$ cat src/rtl/digit_entry_editor.sv
// Multi-digit entry editor: synchronised, debounced buttons drive a cursor over
// NUM_DIGITS digits, with up/down auto-repeat and an enter capture into value_o.
module digit_entry_editor #(
   parameter int NUM_DIGITS      = 4,
   parameter int MAX_DIGIT       = 9,
   parameter int WRAP            = 0,
   parameter int DEBOUNCE_CYCLES = 4,
   parameter int REPEAT_DELAY    = 8,
   parameter int REPEAT_RATE     = 4
) (
   input  logic                                                 clk,
   input  logic                                                 rst,
   input  logic [4:0]                                           btn,
   input  logic                                                 enable,
   input  logic                                                 load,
   input  logic [4*NUM_DIGITS-1:0]                              load_value,
   output logic [4*NUM_DIGITS-1:0]                              digits_o,
   output logic [((NUM_DIGITS > 1) ? $clog2(NUM_DIGITS) : 1)-1:0] cursor_o,
   output logic [4*NUM_DIGITS-1:0]                              value_o,
   output logic                                                 done
);

   localparam int CW   = (NUM_DIGITS > 1) ? $clog2(NUM_DIGITS) : 1;
   localparam int DW   = 4 * NUM_DIGITS;
   localparam int TMAX = (REPEAT_DELAY > REPEAT_RATE) ? REPEAT_DELAY : REPEAT_RATE;
   localparam int TW   = $clog2(TMAX + 1);
   localparam int DBW  = (DEBOUNCE_CYCLES > 1) ? $clog2(DEBOUNCE_CYCLES) : 1;

   localparam logic [DBW-1:0] DB_LAST  = DBW'(DEBOUNCE_CYCLES - 1);
   localparam logic [DBW-1:0] DB_ONE   = DBW'(1);
   localparam logic [TW-1:0]  T_DELAY  = TW'(REPEAT_DELAY);
   localparam logic [TW-1:0]  T_RATE   = TW'(REPEAT_RATE);
   localparam logic [TW-1:0]  T_ONE    = TW'(1);
   localparam logic [3:0]     MAX_D    = 4'(MAX_DIGIT);
   localparam logic [CW-1:0]  CUR_LAST = CW'(NUM_DIGITS - 1);
   localparam logic [CW-1:0]  CUR_ONE  = CW'(1);

   localparam logic [1:0] IDLE   = 2'd0;
   localparam logic [1:0] HOLD   = 2'd1;
   localparam logic [1:0] REPEAT = 2'd2;

   logic [4:0]                  sync1_r, sync2_r, deb_r, deb_d_r;
   logic [DBW-1:0]              db_cnt_r [5];
   logic [NUM_DIGITS-1:0][3:0]  digits_r, digits_s;
   logic [CW-1:0]               cursor_r, cursor_s;
   logic [DW-1:0]               value_r, value_s;
   logic                        done_r, done_s;
   logic [1:0]                  state_r, state_s;
   logic                        dir_r, dir_s;
   logic [TW-1:0]               cnt_r, cnt_s;
   logic [4:0]                  press_s;
   logic                        holding_s, exit_s, due_s;

   function automatic logic [3:0] step_digit(input logic [3:0] d, input logic down);
      logic [3:0] r;
      if (down) begin
         if (d == 4'd0) r = (WRAP != 0) ? MAX_D : 4'd0;
         else           r = d - 4'd1;
      end else begin
         if (d >= MAX_D) r = (WRAP != 0) ? 4'd0 : MAX_D;
         else            r = d + 4'd1;
      end
      return r;
   endfunction

   // left moves towards the most significant digit, right towards digit 0
   function automatic logic [CW-1:0] move_cursor(input logic [CW-1:0] c, input logic right);
      logic [CW-1:0] r;
      if (right) begin
         if (c == '0) r = (WRAP != 0) ? CUR_LAST : '0;
         else         r = c - CUR_ONE;
      end else begin
         if (c == CUR_LAST) r = (WRAP != 0) ? '0 : CUR_LAST;
         else               r = c + CUR_ONE;
      end
      return r;
   endfunction

   function automatic logic [NUM_DIGITS-1:0][3:0] clamp_digits(input logic [DW-1:0] v);
      logic [NUM_DIGITS-1:0][3:0] r;
      for (int k = 0; k < NUM_DIGITS; k++) begin
         r[k] = (v[4*k +: 4] > MAX_D) ? MAX_D : v[4*k +: 4];
      end
      return r;
   endfunction

   // Button synchronisers and per-button debounce counters.
   always_ff @(posedge clk or posedge rst) begin
      if (rst) begin
         sync1_r <= 5'd0;
         sync2_r <= 5'd0;
         deb_r   <= 5'd0;
         deb_d_r <= 5'd0;
         for (int k = 0; k < 5; k++) db_cnt_r[k] <= '0;
      end else begin
         sync1_r <= btn;
         sync2_r <= sync1_r;
         deb_d_r <= deb_r;
         for (int k = 0; k < 5; k++) begin
            if (sync2_r[k] == deb_r[k]) begin
               db_cnt_r[k] <= '0;
            end else if (db_cnt_r[k] == DB_LAST) begin
               deb_r[k]    <= sync2_r[k];
               db_cnt_r[k] <= '0;
            end else begin
               db_cnt_r[k] <= db_cnt_r[k] + DB_ONE;
            end
         end
      end
   end

   // Event arbitration, edit actions and the auto-repeat timer.
   always_comb begin
      press_s   = deb_r & ~deb_d_r;
      holding_s = (state_r != IDLE);
      exit_s    = holding_s && !(dir_r ? deb_r[3] : deb_r[2]);
      due_s     = holding_s && !exit_s && (cnt_r == T_ONE);
      digits_s  = digits_r;
      cursor_s  = cursor_r;
      value_s   = value_r;
      done_s    = 1'b0;
      state_s   = state_r;
      cnt_s     = cnt_r;
      dir_s     = dir_r;
      if (!enable) begin
         state_s = IDLE;
         cnt_s   = '0;
         if (load) begin
            digits_s = clamp_digits(load_value);
            cursor_s = '0;
         end else begin
            digits_s = digits_r;
         end
      end else if (load) begin
         // load freezes the repeat timer rather than cancelling it
         digits_s = clamp_digits(load_value);
         cursor_s = '0;
      end else begin
         if (exit_s) begin
            state_s = IDLE;
            cnt_s   = '0;
         end else if (due_s) begin
            state_s = REPEAT;
            cnt_s   = T_RATE;
         end else if (holding_s) begin
            cnt_s = cnt_r - T_ONE;
         end else begin
            cnt_s = cnt_r;
         end
         if (press_s[4]) begin
            value_s = digits_r;
            done_s  = 1'b1;
         end else if (!holding_s && (press_s[2] || press_s[3])) begin
            dir_s              = !press_s[2];
            digits_s[cursor_r] = step_digit(digits_r[cursor_r], dir_s);
            state_s            = HOLD;
            cnt_s              = T_DELAY;
         end else if (due_s) begin
            digits_s[cursor_r] = step_digit(digits_r[cursor_r], dir_r);
         end else if (press_s[0]) begin
            cursor_s = move_cursor(cursor_r, 1'b0);
         end else if (press_s[1]) begin
            cursor_s = move_cursor(cursor_r, 1'b1);
         end else begin
            done_s = 1'b0;
         end
      end
   end

   // Editor state and output registers.
   always_ff @(posedge clk or posedge rst) begin
      if (rst) begin
         digits_r <= '0;
         cursor_r <= '0;
         value_r  <= '0;
         done_r   <= 1'b0;
         state_r  <= IDLE;
         cnt_r    <= '0;
         dir_r    <= 1'b0;
      end else begin
         digits_r <= digits_s;
         cursor_r <= cursor_s;
         value_r  <= value_s;
         done_r   <= done_s;
         state_r  <= state_s;
         cnt_r    <= cnt_s;
         dir_r    <= dir_s;
      end
   end

   assign digits_o = digits_r;
   assign cursor_o = cursor_r;
   assign value_o  = value_r;
   assign done     = done_r;

endmodule

$ cat config.mk
export PLATFORM = sky130hd
export DESIGN_NAME = digit_entry_editor
export DESIGN_NICKNAME = d
export VERILOG_FILES = /design/src/rtl/digit_entry_editor.sv
export SDC_FILE = /design/constraint.sdc
export NUM_CORES = 1
export LEC_CHECK = 0
export ABC_CLOCK_PERIOD_IN_PS = 2800
export CELL_PAD_IN_SITES_DETAIL_PLACEMENT = 0
export CELL_PAD_IN_SITES_GLOBAL_PLACEMENT = 2
export CORE_ASPECT_RATIO = 0.9
export CORE_MARGIN = 4
export CORE_UTILIZATION = 35
export CTS_CLUSTER_SIZE = 16
export DETAILED_ROUTE_END_ITERATION = 8
export PLACE_DENSITY_LB_ADDON = 0.1
export SLEW_MARGIN = 20
export SYNTH_ARGS = -nofsm -noshare
export SYNTH_HDL_FRONTEND = slang
export SYNTH_SLANG_ARGS = --single-unit
$ cat constraint.sdc
create_clock -name clk -period 2.8 [get_ports clk]
set_input_delay 0.56 -clock clk [delete_from_list [all_inputs] [get_ports clk]]
set_output_delay 0.56 -clock clk [all_outputs]
set_load 0.01 [all_outputs]
==> impl_metrics.csv, run 1 <==
group,metric,value,unit
outcome,outcome,"completed",
sta,grt_setup_unrepaired,"false",
clock_tree,clockRootBuffer,"clkbuf_8",
worst_setup_path,cp.arrival,2.87,ns
synth,async_reset_ff_frac,1.00,
power_and_ir_drop,power.leakage,1.90,nW
sta,setup_ws,0.165,ns
sta,finalSetupTns,0,ns
clock_tree,ctsHoldBuffers,0,
sta,slew_viol_final,0,
detailed_routing,ant_nets,0,
synth,ys_seq_elements,72,
synth,synth_nets,326,
worst_setup_path,cp-end-kind,"flip-flop",
sta,fmax,380,MHz
synth,netlist_instances,291,
placed_design,routabilityCongestion,0.810,
final_layout,final_area,0.00447,mm^2
global_routing,grt_overflow_total,0,
worst_setup_path,crit_type,"reg -> reg",
sta,fin_skew,0.0104,ns
clock_tree,clock_path_buffers,2,
sta,setup_viol,0,
worst_setup_path,reg2reg_from,"cursor_o[0]",
final_layout,finalNetCount,396,
worst_setup_path,crit_required,3.03,ns
final_layout,fin_util,0.462,
worst_setup_path,critical_path.startpoint,"cursor_o[0]",
floorplan,die_area,0.0115,mm^2
worst_setup_path,reg2reg_depth,6,
floorplan,initial_core_util,0.357,
power_and_ir_drop,finalPower,4.28,mW
global_routing,grt_start_max_net_pins,73,
global_routing,antenna_found_initial,0,
sta,relSlewSlack,0.576,
floorplan,fp.coreArea,0.00966,mm^2
sta,final.min_clock_period,2.63,ns
final_layout,final_cell_mix,"dfrtp_1, clkdlybuf4s50_1, mux2_2",
worst_setup_path,r2r_slack,0.17,ns
worst_setup_path,cp_max_fo,13,
floorplan,rows,34,
clock_tree,clk_latency,0.35,ns
worst_setup_path,start_kind,"flip-flop",
synth,synth_top_area_share,0.522,
detailed_routing,drt_iter0_drc,104,
final_layout,n_antenna_cell,0,
sta,worst_slew_pin_slew,0.634,ns
final_layout,syn_to_final_growth,29.5,%
final_layout,layout_commonest_cell,"dfrtp_1",
detailed_routing,drc,0,
final_layout,nFillCells,908,
hold_path,min-delay-start,"sync1_r[3]",
hold_path,whs_path_depth,0,
synth,synth_area_leaders,"dfrtp_1, mux2_2, ha_1, a221o_1, mux4_2",
detailed_routing,wl_per_cell,17.8,um
synth,synth_edf_count,0,
placed_design,numPortBuffers,59,
final_layout,drive_gt1_frac,0.172,
clock_tree,cts_tree,"built",
flow_run,cap_violations,0,
clock_tree,cts.sinks,72,
synth,synth_flop_cell,"dfrtp_1",
synth,seq_area_frac_synth,0.522,
final_layout,seqCellArea,0.00180,mm^2
global_routing,grt_pass1_wl,14.1,mm
clock_tree,cts.clk_slew.worst_paths,0.08,ns
synth,syn_avg_cell_area,11.9,um^2
synth,netlist-cell-type-count,51,
floorplan,pin_count,60,
final_layout,multi_input_area,0.00156,mm^2
hold_path,hold_class,"reg -> reg",
synth,syn_area,0.00345,mm^2
detailed_routing,finalWirelength,8.74,mm
detailed_routing,via_count,2553,
clock_tree,htree_levels,3,
hold_path,holdPathEnd,"sync2_r[3]",
floorplan,die_h,102,um
placed_design,place_area,0.00424,mm^2
clock_tree,numCtsBuffers,9,
synth,yosysTopAreaCell,"dfrtp_1",
clock_tree,post_cts_buffers,0,
detailed_routing,drt_pass1_iterations,4,
detailed_routing,vias_per_cell,5.19,
clock_tree,cts_resized,0,
sta,hold_violations,0,
power_and_ir_drop,ir_worst_vdd,0.433,mV
placed_design,pre_cts_ws,0.222,ns
worst_setup_path,timing.rr.end,"digits_o[1]",
global_routing,grt_usage,0.159,
sta,finalCritPeriodShare,0.941,
placed_design,dp_hpwl,6.37,mm
global_routing,grt_pass1_vias,2618,
power_and_ir_drop,p_per_area,957,mW/mm^2
synth,yosysWarnings,0,
floorplan,die_w,113,um
-- cells in the mapped netlist, types with 3 or more instances --
cell type   n
nand3_1     4
or3_1       3
and2_1      7
o211ai_1    6
a21oi_1     5
mux2_2     21
nand2_1    11
clkbuf_1    8
dfrtp_1    72
nor3b_1     5
nor2b_1    11
o21ai_0    14
a211oi_1    4
nand2b_1    6
nor3_1     11
o22ai_1     3
xnor2_1     6
o31ai_1     3
a21o_1      3
mux2i_1     4
a31oi_1     3
mux4_2      4
inv_1      12
nor2_1     12
a221o_1     9
ha_1       10
a21oi_2     3
-- worst max-delay path, cell delays in order, from the launching register on --
cell and delay [ns]:
dfrtp_1 0.65, mux4_2 0.63, inv_1 0.16, ha_1 0.30, nor3b_1 0.21, o21ai_1 0.21
a221o_1 0.37
-- how the worst max path moves through the flow --
stage / endpoint / slack, ns / cells past startpoint
final: digits_o[1] / 0.17 / 6
after global routing: digits_o[5] / 0.009 / 8
after CTS: digits_o[1] / 0.19 / 6
after detailed placement: digits_o[1] / 0.22 / 6
after global placement: digits_o[9] / 0.26 / 6
after floorplan: cnt_r[0] / 0.42 / 1
-- registers in the layout, indices dropped and copies added, names as in the netlist --
register	cells
digits_o	16
value_o	16
db_cnt_r	10
deb_d_r	5
deb_r	5
sync1_r	5
sync2_r	5
cnt_r	4
cursor_o	2
state_r	2
dir_r	1
done	1
-- where the power goes --
| part | internal, mW | total [mW] | switching, mW |
|---|---|---|---|
| clock | 0.511 | 0.937 | 0.426 |
| sequential | 1.37 | 1.63 | 0.258 |
| combinational | 0.878 | 1.71 | 0.836 |
| total | 2.76 | 4.28 | 1.52 |
-- per-stage QoR --
step	std cells	hold WS (ns)
2_1_floorplan	291	0.331
3_3_place_gp	476	0.334
3_5_place_dp	476	0.336
4_1_cts	492	0.351
5_1_grt	492	0.356
6_report	492	0.357
-- layer usage --
metal,track usage,wire [um],vias up
li1,-,-,1216
met1,0.224,4250,1263
met2,0.238,4030,66
met3,0.0361,358,8
met4,0.0638,103,0
met5,0,0,-
-- cells by family after synthesis --
family                   synth area share
AO/OA/AOI/OAI                       0.168
XOR/XNOR                           0.0152
adder cells (fa/ha/maj)            0.0363
buffers and inverters              0.0265
flip-flops                          0.522
multiplexers                        0.106
AND/OR/NAND/NOR                     0.126
-- area by class of cell --
cell class                      count  area share
Sequential cell                    72       0.403
Inverter                           12      0.0101
Multi-Input combinational cell    197       0.349
Clock buffer                        9      0.0277
Clock inverter                      7      0.0230
Timing Repair Buffer               69       0.152
Tap cell                          126      0.0353
Power figures use the tool's default switching activity.
==> inputs of run 2 (changes only) <==
--- a/config.mk
+++ b/config.mk
@@ -8,7 +8,7 @@
 export ABC_CLOCK_PERIOD_IN_PS = 2800
 export CELL_PAD_IN_SITES_DETAIL_PLACEMENT = 0
 export CELL_PAD_IN_SITES_GLOBAL_PLACEMENT = 2
-export CORE_ASPECT_RATIO = 0.9
+export CORE_ASPECT_RATIO = 1.4
 export CORE_MARGIN = 4
 export CORE_UTILIZATION = 35
 export CTS_CLUSTER_SIZE = 16
==> run 2 against run 1 <==
Net effect:
- global-route usage is 0.53 points higher
- worst hold slack worse by 0.0095 ns
- combinational power is 3% higher
- largest cell class unchanged
- largest power group unchanged
- via count increased by 0.43%
- sequential cell count unchanged
- routed wire length grew 2.3%
- critical path depth is the same
- highest routed layer unchanged
- clock-buffer cell count did not move
==> impl_metrics.csv, run 2 (same netlist as run 1, synthesis figures left out) <==
group,metric,value,unit
worst_setup_path,cp-end-kind,"flip-flop",
placed_design,numPortBuffers,59,
detailed_routing,ant_nets,0,
clock_tree,clockRootBuffer,"clkbuf_16",
power_and_ir_drop,p_per_area,1020,mW/mm^2
detailed_routing,drt_iter0_drc,86,
power_and_ir_drop,pwr-share-comb,0.376,
sta,setup_viol,0,
final_layout,nFillCells,919,
sta,finalSetupTns,0,ns
final_layout,finalNetCount,398,
floorplan,fp.coreArea,0.00956,mm^2
sta,relSlewSlack,0.533,
sta,final.min_clock_period,2.46,ns
power_and_ir_drop,ir_worst_vdd,0.476,mV
clock_tree,post_cts_buffers,0,
clock_tree,cts.clk_slew.worst_paths,0.06,ns
clock_tree,cts.sinks,72,
sta,finalCritPeriodShare,0.877,
sta,grt_setup_unrepaired,"false",
clock_tree,numCtsBuffers,9,
power_and_ir_drop,pwr-share-seq,0.345,
placed_design,dp_hpwl,6.85,mm
flow_run,cap_violations,0,
final_layout,seqCellArea,0.00180,mm^2
clock_tree,ctsHoldBuffers,0,
final_layout,drive_gt1_frac,0.177,
worst_setup_path,cp_max_fo,7,
clock_tree,cts_tree,"built",
worst_setup_path,crit_type,"reg -> reg",
floorplan,die_area,0.0115,mm^2
placed_design,routabilityCongestion,0.878,
final_layout,layout_commonest_cell,"dfrtp_1",
sta,fmax,407,MHz
global_routing,grt_overflow_total,0,
outcome,outcome,"completed",
clock_tree,cts_resized,0,
sta,hold_violations,0,
floorplan,die_w,91.9,um
power_and_ir_drop,internal-power,3.13,mW
clock_tree,clock_path_buffers,2,
detailed_routing,via_count,2564,
power_and_ir_drop,p_clk_frac,0.279,
global_routing,grt_pass1_vias,2679,
power_and_ir_drop,power.leakage,1.96,nW
floorplan,rows,42,
final_layout,n_antenna_cell,0,
floorplan,die_h,125,um
final_layout,syn_to_final_growth,33.5,%
power_and_ir_drop,netSwitchingPower,1.55,mW
power_and_ir_drop,swShare,0.332,
worst_setup_path,start_kind,"flip-flop",
sta,whs,0.347,ns
hold_path,hold_class,"reg -> reg",
clock_tree,clk_latency,0.33,ns
detailed_routing,drc,0,
worst_setup_path,cp.arrival,2.67,ns
sta,fin_skew,0.00478,ns
floorplan,pin_count,60,
final_layout,multi_input_area,0.00156,mm^2
sta,slew_viol_final,0,
detailed_routing,drt_pass1_iterations,4,
final_layout,final_cell_mix,"dfrtp_1, clkdlybuf4s50_1, mux2_2",
global_routing,grt_pass1_wl,14.6,mm
floorplan,initial_core_util,0.361,
clock_tree,htree_levels,3,
sta,worst_slew_pin_slew,0.690,ns
worst_setup_path,crit_required,3.01,ns
detailed_routing,vias_per_cell,5.13,
global_routing,grt_start_max_net_pins,42,
detailed_routing,finalWirelength,8.94,mm
global_routing,antenna_found_initial,0,
global_routing,grt_usage,0.164,
detailed_routing,wl_per_cell,17.9,um
## run 2: changes by cell type in the layout (fill, tap and decap cells not counted), sizes merged
cell | before | now
bufinv | 2 | 3
clkinvlp | 1 | 2
buf | 10 | 12
inv | 14 | 13
clkinv | 2 | 1
## run 2: worst max-delay path: stages, from the launching register on
cell and delay (ns):
dfrtp_1 0.48, mux4_2 0.64, inv_1 0.11, ha_1 0.29, nor3b_1 0.21, o21ai_1 0.23, a221o_1 0.38
## run 2: layout make-up
cell class              instances  area share
clock buffers                   9      0.0489
clock inverters                 7      0.0258
inverters                      12     0.00978
multi-input cells             197       0.338
flip-flops and latches         72       0.391
well taps                     132      0.0359
repair buffers                 71       0.151
## run 2: path summary, 6_finish.rpt
path	startpoint	to	slack [ns]	depth (start not counted)
max	cursor_o[0]	digits_o[9]	0.34	6
min	sync1_r[1]	sync2_r[1]	0.35	0
max reg2reg	cursor_o[0]	digits_o[9]	0.34	6
min reg2reg	sync1_r[1]	sync2_r[1]	0.35	0
max in group asynchronous	rst	deb_r[2]	1.82	3
min in group asynchronous	rst	sync1_r[0]	0.43	2
## run 2: stage by stage
step	utilization	setup WS [ns]	std cells	area, um^2	power [mW]
3_3_place_gp	0.446	0.344	484	4260	3.41
4_1_cts	0.482	0.336	500	4610	4.75
5_1_grt	0.482	0.168	500	4610	4.99
6_report	0.482	0.344	500	4610	4.68
2_1_floorplan	-	0.415	291	3450	2.63
3_5_place_dp	0.446	0.343	484	4260	3.42
## run 2: per-layer routing
metal / vias up / GRT usage / part of all wire
li1: 1227 / - / -
met1: 1240 / 0.191 / 0.40
met2: 75 / 0.280 / 0.51
met3: 22 / 0.0385 / 0.047
met4: 0 / 0.0849 / 0.043
met5: - / 0 / 0
## run 2: power by group through the flow
stage / sequential [mW] / combinational [mW] / clock [mW]
3_3_place_gp: 1.63 / 1.78 / 0
4_1_cts: 1.62 / 1.79 / 1.34
5_1_grt: 1.67 / 1.93 / 1.40
3_5_place_dp: 1.64 / 1.78 / 0
6_report: 1.62 / 1.76 / 1.31
2_1_floorplan: 1.65 / 0.971 / 0
==> inputs of run 3 (changes only) <==
--- a/config.mk
+++ b/config.mk
@@ -5,12 +5,12 @@
 export SDC_FILE = /design/constraint.sdc
 export NUM_CORES = 1
 export LEC_CHECK = 0
-export ABC_CLOCK_PERIOD_IN_PS = 2800
+export ABC_CLOCK_PERIOD_IN_PS = 2100
 export CELL_PAD_IN_SITES_DETAIL_PLACEMENT = 0
 export CELL_PAD_IN_SITES_GLOBAL_PLACEMENT = 2
 export CORE_ASPECT_RATIO = 1.4
 export CORE_MARGIN = 4
-export CORE_UTILIZATION = 35
+export CORE_UTILIZATION = 31
 export CTS_CLUSTER_SIZE = 16
 export DETAILED_ROUTE_END_ITERATION = 8
 export PLACE_DENSITY_LB_ADDON = 0.1
==> constraint.sdc (replaced) <==
create_clock -name clk -period 2.1 [get_ports clk]
set_input_delay 0.42 -clock clk [delete_from_list [all_inputs] [get_ports clk]]
set_output_delay 0.42 -clock clk [all_outputs]
set_load 0.01 [all_outputs]
==> run 3 against run 2 <==
Net effect:
- final cell count rose by 14%
- setup slack got worse by 0.49 ns
- clock-buffer cell count rose by 1
- clock skew rose by 0.00098 ns
- worst hold slack barely moved
- critical path type unchanged
- critical endpoint is now digits_o[5]
- the run now ends with negative setup slack left
- non-clock buffer count rose by 63
- maximum frequency rose by 9.4%
- core utilization fell by 0.36 points
- combinational power rose by 84%
- register-to-register slack got worse by 0.49 ns
- clock power rose by 14%
==> impl_metrics.csv, run 3 (same netlist as run 1, synthesis figures left out) <==
group,metric,value,unit
outcome,outcome,"finished with violations",
outcome,violations,"negative setup slack",
sta,grt_setup_unrepaired,"true",
detailed_routing,finalWirelength,9.84,mm
global_routing,antenna_found_initial,0,
worst_setup_path,path_common_cell,"buf_4",
global_routing,grt_pass1_vias,2980,
placed_design,numPortBuffers,59,
clock_tree,clk_latency,0.34,ns
detailed_routing,drt_iter0_drc,45,
final_layout,drive_gt1_frac,0.333,
placed_design,dp_hpwl,7.45,mm
clock_tree,cts.clk_slew.worst_paths,0.05,ns
worst_setup_path,cp.arrival,2.46,ns
global_routing,grt_start_max_net_pins,73,
placed_design,place_area,0.00472,mm^2
sta,setup_ws,-0.146,ns
worst_setup_path,cp-end-kind,"flip-flop",
detailed_routing,drt_pass1_iterations,4,
flow_run,cap_violations,0,
power_and_ir_drop,internal-power,4.52,mW
worst_setup_path,cp_max_fo,5,
clock_tree,clock_path_buffers,2,
floorplan,die_h,133,um
worst_setup_path,path_cells,"mux4_2, inv_4, ha_4, buf_4, o21ai_0, o21ai_2, buf_4, a221o_1",
placed_design,routabilityCongestion,0.813,
clock_tree,clockRootBuffer,"clkbuf_16",
sta,finalCritPeriodShare,1.07,
power_and_ir_drop,pwr-share-comb,0.475,
hold_path,hold_class,"reg -> reg",
power_and_ir_drop,swShare,0.337,
floorplan,die_w,97.2,um
global_routing,grt_pass1_wl,15.7,mm
floorplan,initial_core_util,0.317,
sta,final.min_clock_period,2.25,ns
clock_tree,cts.sinks,72,
detailed_routing,drc,0,
power_and_ir_drop,pwr-share-seq,0.306,
clock_tree,ctsHoldBuffers,0,
sta,worst_slew_pin_slew,0.396,ns
detailed_routing,ant_nets,0,
detailed_routing,wl_per_cell,17.2,um
worst_setup_path,cp.buffers_inverters,3,
sta,fmax,445,MHz
global_routing,grt_overflow_total,0,
detailed_routing,vias_per_cell,4.95,
final_layout,syn_to_final_growth,50.6,%
worst_setup_path,cpLargestDelayFamily,"compound AO/OA/AOI/OAI gates",
final_layout,final_area,0.00519,mm^2
global_routing,grt_usage,0.158,
floorplan,rows,45,
floorplan,die_area,0.0129,mm^2
worst_setup_path,cpPeakStageDelay,0.49,ns
clock_tree,numCtsBuffers,9,
power_and_ir_drop,netSwitchingPower,2.30,mW
sta,fin_skew,0.00576,ns
floorplan,fp.coreArea,0.0109,mm^2
final_layout,finalNetCount,461,
sta,whs,0.347,ns
sta,hold_violations,0,
power_and_ir_drop,p_clk_frac,0.219,
detailed_routing,via_count,2829,
worst_setup_path,crit_type,"reg -> reg",
sta,setup_viol,16,
final_layout,n_antenna_cell,0,
placed_design,pre_cts_ws,-0.167,ns
clock_tree,cts_tree,"built",
sta,relSlewSlack,0.736,
worst_setup_path,crit_required,2.32,ns
clock_tree,htree_levels,3,
final_layout,fin_util,0.478,
power_and_ir_drop,power.leakage,2.26,nW
power_and_ir_drop,ir_worst_vdd,0.504,mV
sta,slew_viol_final,0,
power_and_ir_drop,p_per_area,1310,mW/mm^2
worst_setup_path,cp_slowest_cell,"mux4_2",
worst_setup_path,start_kind,"flip-flop",
final_layout,final_cell_mix,"dfrtp_1, buf_4, clkdlybuf4s50_1",
floorplan,pin_count,60,
==> run 3: layout make-up <==
class / count / area, um^2
repair buffers: 134 / 1190
inverters: 12 / 51.3
clock buffers: 10 / 229
multi-input cells: 197 / 1690
clock inverters: 5 / 58.8
well taps: 141 / 176
flip-flops and latches: 72 / 1800
fillers: 1019 / 5670
==> run 3: what timing repair did <==
item,4_1_cts,5_1_grt
buffers inserted,3,3
setup endpoints to repair,16,16
pin swaps,9,9
cloned,0,0
gates resized for setup,15,10
==> run 3: path summary, 6_finish.rpt <==
kind	slack [ns]	to	startpoint	cells past startpoint
worst min register to register	0.35	sync2_r[4]	sync1_r[4]	0
min in group asynchronous	0.53	sync1_r[0]	rst	3
max in group asynchronous	1.23	cursor_o[0]	rst	3
worst max-delay path	-0.15	digits_o[5]	cursor_o[0]	8
worst max register to register	-0.15	digits_o[5]	cursor_o[0]	8
worst min-delay path	0.35	sync2_r[4]	sync1_r[4]	0
==> run 3: stage by stage <==
stage | TNS, ns | power, mW | cells
final | -1.68 | 6.82 | 571
after global routing | -3.28 | 7.25 | 571
after CTS | -0.903 | 6.72 | 568
after detailed placement | -1.76 | 5.03 | 550
after global placement | -1.08 | 5.00 | 550
after floorplan | -0.921 | 3.51 | 291
==> run 3: metal layers <==
metal | up-vias | share of wire | global-route usage
li1 | 1351 | - | -
met4 | 0 | 0.030 | 0.0710
met2 | 72 | 0.53 | 0.281
met1 | 1387 | 0.39 | 0.176
met3 | 19 | 0.048 | 0.0411
met5 | - | 0 | 0
==> run 3: power by group through the flow <==
stage / logic, mW / registers (mW) / clock network (mW)
6_report: 3.24 / 2.09 / 1.49
3_5_place_dp: 2.91 / 2.12 / 0
3_3_place_gp: 2.91 / 2.10 / 0
4_1_cts: 3.09 / 2.10 / 1.53
5_1_grt: 3.50 / 2.15 / 1.60
2_1_floorplan: 1.30 / 2.21 / 0
==> run 3: worst reg2reg max path, stage by stage (launching register included) <==
cell     delay [ns]
dfrtp_2        0.45
mux4_2         0.49
inv_4          0.07
ha_4           0.18
buf_4          0.15
o21ai_0        0.25
o21ai_2        0.10
buf_4          0.14
a221o_1        0.30
